## config.mk

```make
export PLATFORM = sky130hd
export DESIGN_NAME = serial_adder
export DESIGN_NICKNAME = d
export VERILOG_FILES = /design/src/rtl/serial_adder.sv
export SDC_FILE = /design/constraint.sdc
export NUM_CORES = 1
export LEC_CHECK = 0
export ABC_AREA = 1
export BUFFER_PORTS_ARGS = -buffer_cell sky130_fd_sc_hd__buf_2
export CORE_MARGIN = 4
export CORE_UTILIZATION = 55
export CTS_BUF_LIST = sky130_fd_sc_hd__clkbuf_8
export CTS_CLUSTER_SIZE = 14
export DETAILED_ROUTE_END_ITERATION = 7
export HOLD_SLACK_MARGIN = 0.1
export PLACE_DENSITY = 0.78
export SLEW_MARGIN = 20
export SYNTH_ARGS = -nofsm -noshare
export SYNTH_HDL_FRONTEND = slang
export SYNTH_SLANG_ARGS = --single-unit
```

## constraint.sdc

```tcl
create_clock -name clk -period 1.4 [get_ports clk]
set_input_delay 0.14 -clock clk [delete_from_list [all_inputs] [get_ports clk]]
set_output_delay 0.14 -clock clk [all_outputs]
set_load 0.05 [all_outputs]
```

## src/rtl/serial_adder.sv

```systemverilog
// Bit-serial adder: one full-adder cell plus a registered carry, LSB first,
// one bit per clock, wrapped in a start/busy/done handshake.
module serial_adder #(
    parameter int unsigned WIDTH = 8
) (
    input  logic             clk,
    input  logic             rst,
    input  logic             start,
    input  logic [WIDTH-1:0] a_in,
    input  logic [WIDTH-1:0] b_in,
    input  logic             ci_in,
    output logic             busy,
    output logic             done,
    output logic [WIDTH-1:0] sum,
    output logic             co
);

    localparam int unsigned CW = (WIDTH > 1) ? $clog2(WIDTH) : 1;

    typedef enum logic [1:0] {
        S_IDLE,
        S_RUN,
        S_DONE
    } state_t;

    state_t           r_state;
    logic [WIDTH-1:0] r_a_sr;
    logic [WIDTH-1:0] r_b_sr;
    logic [WIDTH-1:0] r_res_sr;
    logic [WIDTH-1:0] r_sum;
    logic [CW-1:0]    r_cnt;
    logic             r_carry;
    logic             r_co;
    logic             r_busy;
    logic             r_done;

    logic             w_s;
    logic             w_co;
    logic             w_last;
    logic [WIDTH-1:0] w_res_next;

    always_comb begin
        w_s        = r_a_sr[0] ^ r_b_sr[0] ^ r_carry;
        w_co       = (r_a_sr[0] & r_b_sr[0]) | (r_carry & (r_a_sr[0] ^ r_b_sr[0]));
        // New sum bit enters at the MSB; after WIDTH shifts bit 0 lands at LSB.
        w_res_next            = r_res_sr >> 1;
        w_res_next[WIDTH-1]   = w_s;
        w_last     = (r_cnt == CW'(WIDTH - 1));
    end

    always_ff @(posedge clk or posedge rst) begin
        if (rst) begin
            r_state  <= S_IDLE;
            r_a_sr   <= '0;
            r_b_sr   <= '0;
            r_res_sr <= '0;
            r_sum    <= '0;
            r_cnt    <= '0;
            r_carry  <= 1'b0;
            r_co     <= 1'b0;
            r_busy   <= 1'b0;
            r_done   <= 1'b0;
        end else begin
            case (r_state)
                S_IDLE: begin
                    if (start) begin
                        r_a_sr   <= a_in;
                        r_b_sr   <= b_in;
                        r_carry  <= ci_in;
                        r_cnt    <= '0;
                        r_res_sr <= '0;
                        r_busy   <= 1'b1;
                        r_state  <= S_RUN;
                    end
                end
                S_RUN: begin
                    r_a_sr   <= r_a_sr >> 1;
                    r_b_sr   <= r_b_sr >> 1;
                    r_res_sr <= w_res_next;
                    r_carry  <= w_co;
                    r_cnt    <= r_cnt + 1'b1;
                    if (w_last) begin
                        r_sum   <= w_res_next;
                        r_co    <= w_co;
                        r_done  <= 1'b1;
                        r_state <= S_DONE;
                    end
                end
                S_DONE: begin
                    r_done  <= 1'b0;
                    r_busy  <= 1'b0;
                    r_state <= S_IDLE;
                end
                default: begin
                    r_done  <= 1'b0;
                    r_busy  <= 1'b0;
                    r_state <= S_IDLE;
                end
            endcase
        end
    end

    assign busy = r_busy;
    assign done = r_done;
    assign sum  = r_sum;
    assign co   = r_co;

endmodule

```

==> results.json <==
{
  "status": "complete, no violations",
  "grt-ovfl-total": 0,
  "cts_root_buf": "clkbuf_8",
  "cp.depth": 8,
  "whs_ps": 144.0,
  "hold_violations": 0,
  "ff2ff_path_depth": 8,
  "hpwl_mm": 2.604,
  "antenna_found_initial": 0,
  "fin_util_pct": 70.52,
  "synth.top_cells.by_area": "dfrtp_1 (54%), nand3_1 (12%), nand2_1 (11%), inv_1 (7.3%), o21ai_1 (3.5%)",
  "drv_slew": 0,
  "track_usage_pct": 19.06,
  "ys_top_cells_by_count": "nand2_1 (56), nand3_1 (45), dfrtp_1 (40)",
  "fillers": 264,
  "crit_family": "flip-flops",
  "num_antenna_cells": 0,
  "start_util_pct": 59.04,
  "vdd_ir_drop_max_mv": 1.570,
  "synth-seq-cells": 40,
  "max_freq_mhz": 768.0,
  "cp.required_ps": 1570,
  "cts_made_buffers": 5,
  "fin_crit_sh_pct": 93.00,
  "synth_top_area_share_pct": 54.20,
  "ys_seq_area_share_pct": 54.20,
  "tritoncts": "done",
  "met2_usage_pct": 29.66,
  "syn_area_per_cell_um2": 8.245,
  "setup_violations": 0,
  "pwr_density_cell_nw_per_um2": 2331,
  "nets": 287,
  "synth_ff_type": "dfrtp_1",
  "syn_area_um2": 1847,
  "rows": 20,
  "io_pins": 31,
  "async_flop_share_pct": 100.0,
  "multi_input_area_um2": 644.4,
  "synth_edf_count": 0,
  "drc_errors": 0,
  "start_kind": "register",
  "wirelength_mm": 3.693,
  "cts-htree-levels": 2,
  "finalCriticalPeriod_ps": 1302,
  "use_met3_pct": 5.102,
  "cp.arrival_ps": 1480,
  "drtPass1Iterations": 4,
  "clk_latency_ps": 280,
  "cp_cell_sequence": "ha_1 > ha_1 > nand2_1 > inv_2 > nand2_4 > inv_1 > nand2_1 > nand2_1",
  "avgRoutedWirePerCell_um": 11.99,
  "met1_usage_pct": 25.61,
  "path_buf_inv": 2,
  "die_h_um": 65.95,
  "clock-sinks": 40,
  "core_um2": 3128,
  "layout_setup_ws_ps": 97.95,
  "slowest_stage": "dfrtp_1",
  "die_width_um": 65.95,
  "regArea_um2": 1001,
  "crit_top_cell": "nand2_1",
  "hold_path.class": "in -> reg",
  "synth_top_area_cell": "dfrtp_1",
  "syn_inst": 224,
  "rsz0062_at_grt": "no",
  "ant_nets": 0,
  "drive_gt1_share_pct": 20.83,
  "tightest_slew_ps": 368.0,
  "critPathMaxStageDelay_ps": 400,
  "clock_path_buffers": 2,
  "leakagePower_nw": 1.240,
  "drv_cap": 0,
  "path_clk_slew_ps": 70,
  "post_cts_buffers": 0,
  "busiest_layer": "met2",
  "synth_cell_types": 18,
  "critPathKind": "reg -> reg",
  "finalSetupTns_ps": 0,
  "slew-limit-headroom_pct": 75.47,
  "dieArea_um2": 4349,
  "first_iter_violations": 92,
  "port-buffer-count": 30,
  "place_ws_ps": 62.10,
  "gp_congestion": 0.7763,
  "grt_pass1_wl_mm": 6.258,
  "grt_pass1_vias": 1414,
  "finalClockSkew_ps": 3.619,
  "ys.warnings.count": 0,
  "syn-num-nets": 247,
  "detailroute.via_count": 1510,
  "critical_path_peak_fanout": 5,
  "crit_path_end_kind": "register",
  "viasPerCell": 4.903,
  "grt_max_degree": 31,
  "area.growth.synth_to_final_pct": 19.44,
  "yosysMostFrequentCell": "nand2_1",
  "whs_path_depth": 3
}
-- worst reg2reg max path, stage by stage (launching register included) --
cell,delay [ps]
dfrtp_1,400
ha_1,200
ha_1,170
nand2_1,70
inv_2,60
nand2_4,90
inv_1,80
nand2_1,70
nand2_1,60
-- cell families (layout without fill, tap and decap cells) --
logic type | count (synthesis) | count (layout) | share of synthesized area (%)
and+or+nand+nor | 112 | 112 | 26.76
DFF | 40 | 40 | 54.20
adders and majority gates | 3 | 3 | 2.439
AOI/OAI and AO/OA | 19 | 19 | 5.149
buffers and inverters | 50 | 90 | 11.45
-- per-stage QoR --
stage | power (W) | cell area [um2] | instances
final | 0.005141 | 2206 | 308
after CTS | 0.005173 | 2196 | 308
after detailed placement | 0.004444 | 2088 | 298
after global placement | 0.004380 | 2088 | 298
after floorplan | 0.003804 | 1847 | 224
after global routing | 0.005568 | 2206 | 308
-- routing by layer --
| metal | up-vias | share of wire [%] | wire length (um) |
|---|---|---|---|
| li1 | 774 | - | - |
| met3 | 2 | 4.3 | 160 |
| met2 | 30 | 47 | 1738 |
| met4 | 0 | 0.92 | 34 |
| met5 | - | 0 | 0 |
| met1 | 704 | 48 | 1760 |
-- state kept, by name, summed over array words and instances (netlist names) --
signal and count:
r_res_sr 7, r_carry 1, r_cnt 3, r_b_sr 8, r_a_sr 8, sum 8, busy 1, done 1
r_state 2, co 1
-- worst paths after layout --
check / start / end / slack, ps
max: r_cnt[0]$_DFFE_PP0P_ / co$_DFFE_PP0P_ / 100
min reg2reg: r_res_sr[2]$_DFFE_PP0P_ / r_res_sr[1]$_DFFE_PP0P_ / 480
min: ci_in / r_carry$_DFFE_PP0P_ / 140
min in group asynchronous: rst / r_carry$_DFFE_PP0P_ / 390
max reg2reg: r_cnt[0]$_DFFE_PP0P_ / co$_DFFE_PP0P_ / 100
max in group asynchronous: rst / sum[4]$_DFFE_PP0P_ / 640
-- power by group --
group          leakage [nW]  internal (W)  switching [W]
registers             0.496       0.00168       0.000303
clock network        0.0452      0.000331       0.000362
logic                 0.700      0.000837        0.00162
-- final cells by class --
| class | instances | area share (%) |
|---|---|---|
| Clock buffer | 5 | 3.120 |
| Clock inverter | 2 | 0.3970 |
| Inverter | 38 | 6.580 |
| Multi-Input combinational cell | 134 | 29.21 |
| Sequential cell | 40 | 45.38 |
| Tap cell | 44 | 2.496 |
| Timing Repair Buffer | 45 | 12.82 |
-- layout by cell type (no fill, tap or decap) --
master,netlist,routed
nand2_1,56,56
clkinv_2,0,1
inv_1,36,37
o21ai_0,4,4
o21ai_1,13,13
ha_1,2,2
a21oi_1,2,2
buf_2,8,30
fa_1,1,1
buf_4,3,11
inv_2,1,1
clkbuf_8,0,5
nor2_2,1,1
buf_12,0,1
nor2_1,4,4
inv_4,1,1
dfrtp_1,40,40
nand2_4,0,2
nand4_1,2,2
nand2_2,4,2
dlygate4sd3_1,0,3
nand3_1,45,45
-- what timing repair did --
action,CTS,global route
endpoints found under the hold margin,42,0
resized for setup,0,2
hold buffers,3,0
endpoints found under the setup margin,0,8
Power figures use the tool's default switching activity.
